`src/rtl/isp_pio_arb.sv`:
```
// Round-robin arbiter and CSF/RDF/WRF sequencer for the shared ISP1362 PIO bus.
// state | meaning: IDLE wait | SETUP cs+addr | STROBE rd/wr low | HOLD done | RECOV cs high
module isp_pio_arb #(
  parameter int STROBE_CYC     = 4,
  parameter int CMD_RECOV_CYC  = 11,
  parameter int DATA_RECOV_CYC = 4
) (
  input  logic        I_CLK,
  input  logic        I_RST,
  input  logic [1:0]  I_REQ,
  input  logic [1:0]  I_CMD,
  input  logic [1:0]  I_WR,
  input  logic [15:0] I_WDATA0,
  input  logic [15:0] I_WDATA1,
  output logic [1:0]  O_GNT,
  output logic [1:0]  O_DONE,
  output logic [15:0] O_RDATA,
  output logic        O_BUSY,
  output logic [1:0]  O_DC_ADDR,
  output logic        O_DC_CSF,
  output logic        O_DC_RDF,
  output logic        O_DC_WRF,
  output logic [15:0] O_DC_DATA,
  output logic        O_DC_DATA_OE,
  input  logic [15:0] I_DC_DATA
);

  typedef enum logic [2:0] {IDLE, SETUP, STROBE, HOLD, RECOV} state_t;

  localparam logic [4:0] STB_LOAD  = 5'(STROBE_CYC - 1);
  localparam logic [4:0] CMD_LOAD  = 5'(CMD_RECOV_CYC - 1);
  localparam logic [4:0] DATA_LOAD = 5'(DATA_RECOV_CYC - 1);

  state_t      state, state_nxt;
  logic [4:0]  cnt, cnt_nxt;
  logic        last_q, id_q, cmd_q, wr_q;
  logic [15:0] wdata_q;
  logic        any_req, win, start;
  logic        sel_id, sel_cmd, sel_wr, win_nxt;
  logic [15:0] sel_wdata;
  logic [1:0]  sel_oh;

  assign any_req = |I_REQ;
  // on a tie the requester that was not granted last wins
  assign win     = (I_REQ == 2'b11) ? ~last_q : I_REQ[1];
  assign start   = (state == IDLE) && any_req;

  always_comb begin
    state_nxt = state;
    cnt_nxt   = cnt;
    case (state)
      IDLE:   if (any_req) state_nxt = SETUP;
      SETUP: begin
        state_nxt = STROBE;
        cnt_nxt   = STB_LOAD;
      end
      STROBE: if (cnt == 5'd0) state_nxt = HOLD;
              else cnt_nxt = cnt - 5'd1;
      HOLD: begin
        if (cmd_q && (CMD_RECOV_CYC > 0)) begin
          state_nxt = RECOV;
          cnt_nxt   = CMD_LOAD;
        end else if (!cmd_q && (DATA_RECOV_CYC > 0)) begin
          state_nxt = RECOV;
          cnt_nxt   = DATA_LOAD;
        end else begin
          state_nxt = IDLE;
        end
      end
      RECOV:  if (cnt == 5'd0) state_nxt = IDLE;
              else cnt_nxt = cnt - 5'd1;
      default: state_nxt = IDLE;
    endcase
  end

  always_ff @(posedge I_CLK or posedge I_RST) begin
    if (I_RST) begin
      state <= IDLE;
      cnt   <= 5'd0;
    end else begin
      state <= state_nxt;
      cnt   <= cnt_nxt;
    end
  end

  // last_q reset to 0 so requester 1 wins the first tie
  always_ff @(posedge I_CLK or posedge I_RST) begin
    if (I_RST) begin
      last_q  <= 1'b0;
      id_q    <= 1'b0;
      cmd_q   <= 1'b0;
      wr_q    <= 1'b0;
      wdata_q <= 16'h0000;
    end else if (start) begin
      last_q  <= win;
      id_q    <= win;
      cmd_q   <= I_CMD[win];
      wr_q    <= I_WR[win];
      wdata_q <= win ? I_WDATA1 : I_WDATA0;
    end
  end

  always_comb begin
    sel_id    = id_q;
    sel_cmd   = cmd_q;
    sel_wr    = wr_q;
    sel_wdata = wdata_q;
    if (state == IDLE) begin
      sel_id    = win;
      sel_cmd   = I_CMD[win];
      sel_wr    = I_WR[win];
      sel_wdata = win ? I_WDATA1 : I_WDATA0;
    end
  end

  assign sel_oh  = sel_id ? 2'b10 : 2'b01;
  assign win_nxt = (state_nxt == SETUP) || (state_nxt == STROBE) || (state_nxt == HOLD);

  // outputs decoded from the next state so every pin comes straight from a flop
  always_ff @(posedge I_CLK or posedge I_RST) begin
    if (I_RST) begin
      O_DC_CSF     <= 1'b1;
      O_DC_RDF     <= 1'b1;
      O_DC_WRF     <= 1'b1;
      O_DC_DATA_OE <= 1'b0;
      O_GNT        <= 2'b00;
      O_DONE       <= 2'b00;
      O_BUSY       <= 1'b0;
      O_DC_ADDR    <= 2'b00;
      O_DC_DATA    <= 16'h0000;
      O_RDATA      <= 16'h0000;
    end else begin
      O_DC_CSF     <= ~win_nxt;
      O_DC_RDF     <= ~((state_nxt == STROBE) && !sel_wr);
      O_DC_WRF     <= ~((state_nxt == STROBE) && sel_wr);
      O_DC_DATA_OE <= win_nxt && sel_wr;
      O_GNT        <= win_nxt ? sel_oh : 2'b00;
      O_DONE       <= (state_nxt == HOLD) ? sel_oh : 2'b00;
      O_BUSY       <= (state_nxt != IDLE);
      if (start) begin
        O_DC_ADDR <= {sel_id, sel_cmd};
        if (sel_wr) O_DC_DATA <= sel_wdata;
      end
      if ((state == STROBE) && (cnt == 5'd0) && !wr_q) O_RDATA <= I_DC_DATA;
    end
  end

endmodule
```
`config.mk`:
```
export PLATFORM = sky130hd
export DESIGN_NAME = isp_pio_arb
export DESIGN_NICKNAME = d
export VERILOG_FILES = /design/src/rtl/isp_pio_arb.sv
export SDC_FILE = /design/constraint.sdc
export NUM_CORES = 1
export LEC_CHECK = 0
export ABC_AREA = 1
export CAP_MARGIN = 20
export CORE_MARGIN = 3
export CORE_UTILIZATION = 45
export DETAILED_ROUTE_END_ITERATION = 10
export PLACE_DENSITY = 0.85
export SYNTH_ARGS = -nofsm -noshare
export SYNTH_HDL_FRONTEND = slang
export SYNTH_SLANG_ARGS = --single-unit
```
`constraint.sdc`:
```
create_clock -name I_CLK -period 5.7 [get_ports I_CLK]
set_clock_uncertainty 0.2 [all_clocks]
set_input_delay 1.14 -clock I_CLK [delete_from_list [all_inputs] [get_ports I_CLK]]
set_output_delay 1.14 -clock I_CLK [all_outputs]
set_load 0.01 [all_outputs]
```
-- After elaboration in Yosys (flattened, before gate mapping)
Cells that the tools add are included.
- bits in registers: 70
- input bits: 56
- output and inout port bits: 43
- add/subtract/negate cells: 1
- $lt $le $gt $ge: 1
- equality and inequality tests: 9
- muxes and demuxes: 20
- bitwise logic cells: 4
- reduce and logical (&&, ||, !) cells: 18
- operators by type and width (operator ; number):
    2-to-1 mux 16 bit ; 2
    one-hot mux 3 bit (5 select lines) ; 1
    one-hot mux 5 bit (3 select lines) ; 1
    == test 3 x 2 -> 1 bit, second input constant ; 4
    2-to-1 mux 3 bit ; 3
    2-to-1 mux 1 bit ; 8
    == test 3 x 1 -> 1 bit, second input constant ; 2
    logical AND 1 bit ; 6
    2-to-1 mux 2 bit ; 3
    nonzero test 3 bit ; 2
    logical NOT 5 bit ; 1
    2-to-1 mux 5 bit ; 1
    subtractor 5 x 1 -> 5 bit, second input constant ; 1
    2-to-1 mux 4 bit ; 1
    inverter 1 bit ; 4
    AND reduction 2 bit ; 2
    OR reduction 2 bit ; 2
    == test 3 bit, second input constant ; 1
    logical NOT 3 bit ; 1
    == test 2 bit, second input constant ; 1
    logical NOT 1 bit ; 2
    logical OR 1 bit ; 2
    less-than comparator 1 x 2 -> 1 bit, second input constant ; 1
    != test 2 bit, second input constant ; 1

-- Longest topological paths before layout
Gate-level depths: netlist of run 1.
- depth in word-level cells: 8
- depth in mapped cells: 9

-- Worst setup path after synthesis of run 1
Ideal clock, no wire load.
- path kind: input port to flip-flop
- from: in I_REQ[1]
- to: reg O_DC_ADDR[0]
- library setup time: 0.126 ns
- arrival: 1.928 ns
- setup slack: 3.445 ns
- cell stages on the path: 8
- path through: buf_2 -> nor2_2 -> nor2_4 -> buf_8 -> inv_6 -> buf_8 -> nand2_2 -> nand2_1
- cells in the longest elaborated chain, start to end: 5
- RTL lines (what ; RTL line ; RTL):
    start, declared ; 10 ; input logic [1:0] I_REQ,
    == test 2 bit ; 45 ; assign win = (I_REQ == 2'b11) ? ~last_q : I_REQ[1];
    2-to-1 mux 1 bit ; 45 ;
    2-to-1 mux 1 bit (implied by the code) (2 in series) ; 110 ; sel_cmd = I_CMD[win];
    2-to-1 mux 1 bit ; 108 ; if (state == IDLE) begin
    end signal, assigned ; 141 ; O_DC_ADDR <= {sel_id, sel_cmd};
    end, declared ; 19 ; output logic [1:0] O_DC_ADDR,
Several ways; a longest one is shown, not always the timed one. The select of a mux whose other input is x is not followed.
A chain may end at the register's enable or synchronous reset.

-- Worst setup path in the final report of run 1
- from: in I_REQ[1]
- to: reg O_DC_DATA[13]
- cells in the longest elaborated chain, start to end: 6
- RTL lines (what ; RTL line ; RTL):
    == test 2 bit ; 45 ;
    2-to-1 mux 1 bit ; 45 ;
    2-to-1 mux 1 bit (implied by the code) (2 in series) ; 111 ; sel_wr = I_WR[win];
    2-to-1 mux 1 bit ; 108 ;
    AND reduction 2 bit (no line) ; -- ;
    end signal, assigned ; 142 ; if (sel_wr) O_DC_DATA <= sel_wdata;
    end, declared ; 23 ; output logic [15:0] O_DC_DATA,
Several ways; a longest one is shown, not always the timed one. The select of a mux whose other input is x is not followed.

==> results of run 1 <==
## power breakdown
group / total (uW) / switching (uW) / leakage [uW] / internal [uW]
Combinational: 1160 / 654 / 0.00142 / 509
Sequential: 895 / 159 / 0.000857 / 736
Clock: 416 / 200 / 0.000107 / 217
Total: 2470 / 1010 / 0.00238 / 1460
## logic make-up (layout without fill, tap and decap cells)
family                   count (synthesis)  after routing  synth area share
flip-flops                              70             70             0.494
AND/OR/NAND/NOR                        284            284             0.368
buffers and inverters                   59            155            0.0937
XOR/XNOR                                 1              1           0.00247
AO/OA/AOI/OAI                           23             23            0.0349
adder cells (fa/ha/maj)                  2              2           0.00704
## cell type report
type / instances / area [um^2]
Sequential cell: 70 / 1760
Clock inverter: 6 / 70.1
Inverter: 40 / 158
Fill cell: 634 / 2750
Tap cell: 99 / 124
Timing Repair Buffer: 99 / 988
Multi-Input combinational cell: 310 / 1470
Clock buffer: 10 / 138
## state kept, by name (all words and copies together), names as in the netlist, 2 cells and up
signal and count:
O_GNT 2, state 3, O_DC_DATA 16, cnt 5, O_DC_ADDR 2, O_DONE 2
wdata_q 16, O_RDATA 16
## critical path, stage by stage
cell             delay [ns]
clkdlybuf4s50_1        0.96
nand2_2                0.46
nand2_1                0.18
nand2_2                0.09
nand2_4                0.19
inv_4                  0.12
nand2_1                0.09
nand2_1                0.06
## Yosys cell counts (3+ instances only)
library cell,instances,area (um^2)
nand3_1,40,200
inv_1,35,131
dfrtp_1,67,1680
buf_2,5,25.0
nand3b_1,16,120
nor2_4,3,33.8
buf_6,9,101
nand2_1,186,698
inv_2,3,11.3
dfstp_2,3,78.8
nand2_2,24,150
o21ai_0,19,95.1
nor2_1,8,30.0
## path summary, 6_finish.rpt
| kind | start | end | slack [ns] | depth (start not counted) |
|---|---|---|---|---|
| setup / recovery | I_REQ[1] | O_DC_DATA[13] | 2.44 | 8 |
| max in group asynchronous | I_RST | cnt[1] | 3.58 | 3 |
| setup reg to reg | state[1] | O_DC_DATA[13] | 3.40 | 7 |
| hold reg to reg | wdata_q[5] | wdata_q[5] | 0.28 | 2 |
| hold / removal | wdata_q[5] | wdata_q[5] | 0.28 | 2 |
| min in group asynchronous | I_RST | O_RDATA[6] | 1.17 | 3 |
## layout by cell type, fill, tap and decap left out
cell type / synthesis / final
clkdlybuf4s50_1: 0 / 98
o21ai_0: 19 / 19
inv_4: 1 / 1
nand2_4: 2 / 2
clkinv_4: 0 / 3
nand3_2: 2 / 2
clkbuf_8: 0 / 10
nor2_4: 3 / 3
dfstp_2: 3 / 3
a21boi_1: 1 / 1
nand3b_1: 16 / 16
bufinv_16: 0 / 1
o211ai_1: 1 / 1
nand2_1: 186 / 186
ha_1: 2 / 2
o21ai_1: 1 / 1
xor2_1: 1 / 1
buf_4: 2 / 1
nand2_2: 24 / 24
inv_2: 3 / 4
nor2_2: 2 / 2
nor2_8: 1 / 1
a21oi_2: 1 / 1
clkinv_2: 0 / 1
dfrtp_1: 67 / 67
nand3_1: 40 / 40
inv_6: 1 / 2
nor2_1: 8 / 8
inv_1: 35 / 34
## through the flow
stage	cells	area [um^2]	setup WS, ns	util	power (uW)
finish	634	4700	2.44	0.631	2470
global route	634	4700	2.25	0.631	2680
CTS	634	4700	2.47	0.631	2490
detailed placement	618	4490	2.10	0.603	2070
global placement	618	4490	2.18	0.603	2030
floorplan	439	3550	2.60	-	1650
## per-layer routing
layer	wire, um	share of wire	vias up	GRT usage
li1	-	-	1540	-
met1	3520	0.42	1470	0.251
met2	4190	0.50	121	0.335
met3	598	0.071	15	0.0518
met4	128	0.015	0	0.0685
met5	0	0	-	0
==> results.json, run 1 <==
{
  "hold_ws_ns": 0.285,
  "cts_htree_levels": 3,
  "cts_tree": "yes",
  "end_kind": "flip-flop",
  "worstPathRequired_ns": 5.75,
  "async_flop_share": 1.00,
  "drive_gt1_frac": 0.114,
  "worst_slew_pin_slew_ns": 0.869,
  "outcome": "completed",
  "portBuffers": 98,
  "p_leak_uw": 0.00238,
  "holdBufCountCts": 0,
  "dieArea_um2": 9000,
  "cts_setup_buffers": 0,
  "routabilityCongestion": 0.921,
  "period_minus_slack_ns": 3.26,
  "ys_types": 28,
  "netlist_instances": 439,
  "rsz0062_at_grt": "false",
  "ys_seq_area_frac": 0.494,
  "grtUsageTotal": 0.200,
  "powerDensity_nw_per_um2": 527,
  "clk_latency_ns": 0.36,
  "synth_edf_count": 0,
  "fin_setup_tns_ns": 0,
  "synthFlopType": "dfrtp_1",
  "dr.pass1.iters": 4,
  "dpl.hpwl_um": 5860,
  "clock.fmax_mhz": 307,
  "drc": 0,
  "slew_violations": 0,
  "finalSetupViolCount": 0,
  "hold_viol": 0,
  "peakVddDrop_v": 0.000256,
  "drv_cap": 0,
  "cts_resized": 0,
  "clock_sinks": 70,
  "synth-warning-count": 0,
  "start_util": 0.477,
  "core_um2": 7450,
  "diodes": 0,
  "vias": 3146,
  "clk_pin_slew_ns": 0.08,
  "netlist_area_um2": 3550,
  "pin_count": 99,
  "wirelength_um": 8430,
  "cts_root_buf": "clkbuf_8",
  "area_growth_pct": 32.2,
  "drt-initial-drc-count": 146,
  "period_share": 0.572,
  "arrival_ns": 3.31,
  "crit_type": "input pin to flip-flop",
  "die_h_um": 94.9,
  "start_kind": "input pin",
  "fp-row-count": 31,
  "grt_max_degree": 71,
  "holdCritPathClass": "flip-flop to flip-flop",
  "wl_per_cell_um": 13.3,
  "syn_nets": 497,
  "die_w_um": 94.9,
  "grt_pass1_wl_um": 14000,
  "crit_fanout": 20,
  "slew_headroom": 0.421,
  "numCtsBuffers": 9,
  "clockBufferDepth": 2,
  "grt_overflow": 0,
  "grt_pass1_vias": 3094,
  "avgSynthCellArea_um2": 8.09,
  "antenna_found_initial": 0,
  "nets": 588,
  "via_per_inst": 4.96,
  "synth_seq_cells": 70,
  "drtAntennaViolNets": 0
}
Note: power is estimated with default switching activity, not from simulation.
==> inputs of run 2 (changes only) <==
Settings changed: CORE_UTILIZATION 45 to 44, PLACE_DENSITY 0.85 to 0.86.
Clock period 5.7 ns to 2.74 ns, I/O delays scaled along.
==> results.json, run 2 (synthesis results as in run 1) <==
{
  "end_kind": "primary output",
  "die_h_um": 95.9,
  "p_leak_uw": 0.00239,
  "slowest_delay_ns": 0.53,
  "dr_wl_met3_um": 441,
  "clockBufferDepth": 2,
  "slowest_stage": "dfstp_2",
  "pin_count": 99,
  "clk_latency_ns": 0.34,
  "path_cells": "clkdlybuf4s50_1",
  "pwr-share-seq": 0.366,
  "core_um2": 7770,
  "antenna_found_initial": 0,
  "grtUsageTotal": 0.196,
  "start_util": 0.457,
  "crit_buf_inv": 1,
  "slew_headroom": 0.587,
  "worstPathRequired_ns": 1.99,
  "cts_tree": "yes",
  "grt_overflow": 0,
  "drt-initial-drc-count": 118,
  "finalSetupViolCount": 0,
  "grt_pass1_vias": 3049,
  "numCtsBuffers": 9,
  "drtAntennaViolNets": 0,
  "holdCritPathClass": "flip-flop to flip-flop",
  "p_clk_frac": 0.151,
  "seq_area_um2": 1760,
  "finalPower_uw": 5070,
  "slew_violations": 0,
  "holdBufCountCts": 0,
  "drc": 0,
  "diodes": 0,
  "start_kind": "flip-flop",
  "top_layer": "met4",
  "crit_fanout": 1,
  "p_int_uw": 3010,
  "drive_gt1_frac": 0.119,
  "met2_length_um": 4440,
  "period_share": 0.783,
  "outcome": "completed",
  "routabilityCongestion": 0.848,
  "top_regs": "O_DC_DATA: 16 flops, O_RDATA: 16 flops, wdata_q: 16 flops",
  "pwr-share-comb": 0.483,
  "fin_setup_tns_ns": 0,
  "arrival_ns": 1.40,
  "clock_sinks": 70,
  "final_cell_mix": "nand2_1, clkdlybuf4s50_1, dfrtp_1, nand3_1, inv_1",
  "wirelength_um": 8450,
  "rsz0062_at_grt": "false",
  "peakVddDrop_v": 0.000496,
  "cts_setup_buffers": 0,
  "die_w_um": 95.9,
  "multi_input_area_um2": 1470,
  "nets": 592,
  "cts_htree_levels": 3,
  "hold_ws_ns": 0.277,
  "cp_top_family": "flip-flops",
  "final_common_cell": "nand2_1",
  "via_per_inst": 4.80,
  "grt_max_degree": 51,
  "cts_root_buf": "clkbuf_8",
  "swShare": 0.407,
  "fp-row-count": 32,
  "fillCellCount": 711,
  "vias": 3077,
  "area_growth_pct": 32.9,
  "grt_pass1_wl_um": 13900,
  "crit_type": "flip-flop to primary output",
  "switchingPower_uw": 2060,
  "period_minus_slack_ns": 2.15,
  "dr.pass1.iters": 4,
  "wl_met1_um": 3390,
  "drv_cap": 0,
  "clock.fmax_mhz": 466,
  "cts_resized": 0,
  "dieArea_um2": 9190,
  "hold_viol": 0,
  "worst_slew_pin_slew_ns": 0.619,
  "clk_pin_slew_ns": 0.07,
  "powerDensity_nw_per_um2": 1070,
  "dpl.hpwl_um": 6140,
  "wl_per_cell_um": 13.2,
  "portBuffers": 98
}
-- run 2: power by group through the flow --
stage / clock (uW) / sequential, uW / combinational, uW
final: 766 / 1860 / 2450
after global routing: 835 / 1920 / 2780
after CTS: 788 / 1860 / 2480
after detailed placement: 0 / 1880 / 2460
after global placement: 0 / 1850 / 2380
after floorplan: 0 / 1920 / 1510
-- run 2: cell type report --
type,count,share of cell area
flip-flops and latches,70,0.372
repair buffers,103,0.218
multi-input cells,310,0.310
inverters,40,0.0334
well taps,102,0.0270
clock buffers,13,0.0358
clock inverters,3,0.00371
-- run 2: worst paths after layout --
check | startpoint | end | slack [ns] | cells past startpoint
setup / recovery | O_DC_CSF | O_DC_CSF | 0.59 | 1
hold / removal | O_DC_ADDR[1] | O_DC_ADDR[1] | 0.28 | 2
setup reg to reg | state[1] | O_DC_DATA[3] | 0.66 | 7
hold reg to reg | O_DC_ADDR[1] | O_DC_ADDR[1] | 0.28 | 2
max in group asynchronous | I_RST | O_DC_WRF | 1.32 | 3
min in group asynchronous | I_RST | O_RDATA[14] | 0.34 | 2
-- run 2: stage by stage --
step,cells,area [um^2],setup slack [ns],utilization
after floorplan,439,3550,0.229,-
after global placement,625,4540,0.476,0.584
after detailed placement,625,4540,0.422,0.584
after CTS,641,4720,0.567,0.608
after global routing,641,4720,0.484,0.608
final,641,4720,0.595,0.608
-- run 2: layer usage --
layer / GRT usage / up-vias
met5: 0 / -
met4: 0.0818 / 0
met3: 0.0360 / 16
met2: 0.351 / 86
met1: 0.228 / 1422
li1: - / 1553
==> inputs of run 3 (changes only) <==
Settings changed: CORE_UTILIZATION 44 to 45, PLACE_DENSITY 0.86 to 0.85.
Clock period 2.74 ns to 2.2 ns, I/O delays scaled along.
==> results.json, run 3 (synthesis results as in run 1) <==
{
  "die_w_um": 94.9,
  "final_common_cell": "nand2_1",
  "dr.pass1.iters": 5,
  "die_h_um": 94.9,
  "p_int_uw": 3940,
  "arrival_ns": 1.39,
  "met2_length_um": 4250,
  "top_layer": "met4",
  "numCtsBuffers": 9,
  "finalSetupViolCount": 0,
  "pin_count": 99,
  "powerDensity_nw_per_um2": 1370,
  "grt_max_degree": 71,
  "grt_pass1_vias": 3219,
  "crit_fanout": 1,
  "clk_pin_slew_ns": 0.08,
  "holdCritPathClass": "flip-flop to flip-flop",
  "cts_htree_levels": 3,
  "drc": 0,
  "clk_latency_ns": 0.34,
  "period_minus_slack_ns": 2.03,
  "crit_buf_inv": 1,
  "worstPathRequired_ns": 1.56,
  "grt_overflow": 0,
  "dr_wl_met3_um": 643,
  "fillCellCount": 630,
  "slowest_delay_ns": 0.53,
  "drtAntennaViolNets": 0,
  "slew_headroom": 0.581,
  "wl_met1_um": 3510,
  "holdBufCountCts": 0,
  "start_kind": "flip-flop",
  "dp_worst_setup_slack_ns": 0.0951,
  "drive_gt1_frac": 0.125,
  "outcome": "completed",
  "swShare": 0.399,
  "drt-initial-drc-count": 133,
  "wirelength_um": 8590,
  "worst_slew_pin_slew_ns": 0.629,
  "cts_root_buf": "clkbuf_8",
  "grt_pass1_wl_um": 14400,
  "fp-row-count": 31,
  "via_per_inst": 4.93,
  "area_growth_pct": 34.9,
  "peakVddDrop_v": 0.000532,
  "path_cells": "clkdlybuf4s50_1",
  "top_regs": "O_DC_DATA: 16 flops, O_RDATA: 16 flops, wdata_q: 16 flops",
  "switchingPower_uw": 2610,
  "place_area_um2": 4580,
  "clockBufferDepth": 2,
  "core_um2": 7450,
  "worst_slack_ns": 0.174,
  "cts_tree": "yes",
  "dpl.hpwl_um": 6150,
  "crit_type": "flip-flop to primary output",
  "pwr-share-seq": 0.352,
  "slowest_stage": "clkdlybuf4s50_1",
  "period_share": 0.921,
  "fin_area_um2": 4790,
  "slew_violations": 0,
  "grtUsageTotal": 0.204,
  "final_cell_mix": "nand2_1, clkdlybuf4s50_1, dfrtp_1, nand3_1, inv_1",
  "routabilityCongestion": 0.844,
  "nets": 596,
  "cp_top_family": "buffers and inverters",
  "clock.fmax_mhz": 494,
  "rsz0062_at_grt": "false",
  "portBuffers": 98,
  "fin_setup_tns_ns": 0,
  "clock_sinks": 70,
  "p_clk_frac": 0.170,
  "antenna_found_initial": 0,
  "start_util": 0.477,
  "diodes": 0,
  "final_core_util": 0.644,
  "cts_resized": 0,
  "hold_viol": 0,
  "p_leak_uw": 0.00242,
  "cts_setup_buffers": 0,
  "drv_cap": 0,
  "dieArea_um2": 9000,
  "vias": 3167,
  "wl_per_cell_um": 13.4,
  "pwr-share-comb": 0.478,
  "end_kind": "primary output"
}
==> run 3: cell types whose count changed in the layout (fill, tap and decap cells not counted), sizes merged <==
cell | previous run | this run
clkinvlp | 1 | 2
clkbuf | 13 | 10
inv | 40 | 39
bufinv | 0 | 2
buf | 5 | 9
clkinv | 2 | 3
==> run 3: path summary, 6_finish.rpt <==
check	from	to	slack [ns]	depth (start not counted)
max reg2reg	state[1]	O_DC_WRF	0.39	7
min reg2reg	O_DC_DATA[15]	O_DC_DATA[15]	0.28	2
min in group asynchronous	I_RST	O_RDATA[13]	0.34	3
min	O_DC_DATA[15]	O_DC_DATA[15]	0.28	2
max in group asynchronous	I_RST	O_DC_RDF	1.11	3
max	O_DC_WRF	O_DC_WRF	0.17	1
==> run 3: power groups by stage <==
stage	clock [uW]	sequential [uW]	combinational (uW)
detailed placement	0	2320	3130
floorplan	0	2390	1880
finish	1110	2310	3130
CTS	1140	2310	3160
global placement	0	2300	3040
global route	1190	2380	3530
==> run 3: area by class of cell <==
cell class / instances / area (um^2) / share of cell area
repair buffers: 107 / 1070 / 0.224
flip-flops and latches: 70 / 1760 / 0.366
inverters: 40 / 161 / 0.0337
well taps: 99 / 124 / 0.0258
clock buffers: 10 / 128 / 0.0266
clock inverters: 6 / 86.3 / 0.0180
multi-input cells: 310 / 1470 / 0.306
==> run 3: per-layer routing <==
layer	up-vias	track usage
li1	1554	-
met1	1466	0.246
met2	127	0.347
met3	20	0.0414
met4	0	0.0998
met5	-	0
==> run 3: per-stage QoR <==
stage | std cells | total power [uW] | hold WS, ns
2_1_floorplan | 439 | 4270 | 0.249
3_3_place_gp | 626 | 5340 | 0.260
3_5_place_dp | 626 | 5450 | 0.266
4_1_cts | 642 | 6610 | 0.290
5_1_grt | 642 | 7100 | 0.301
6_report | 642 | 6550 | 0.284
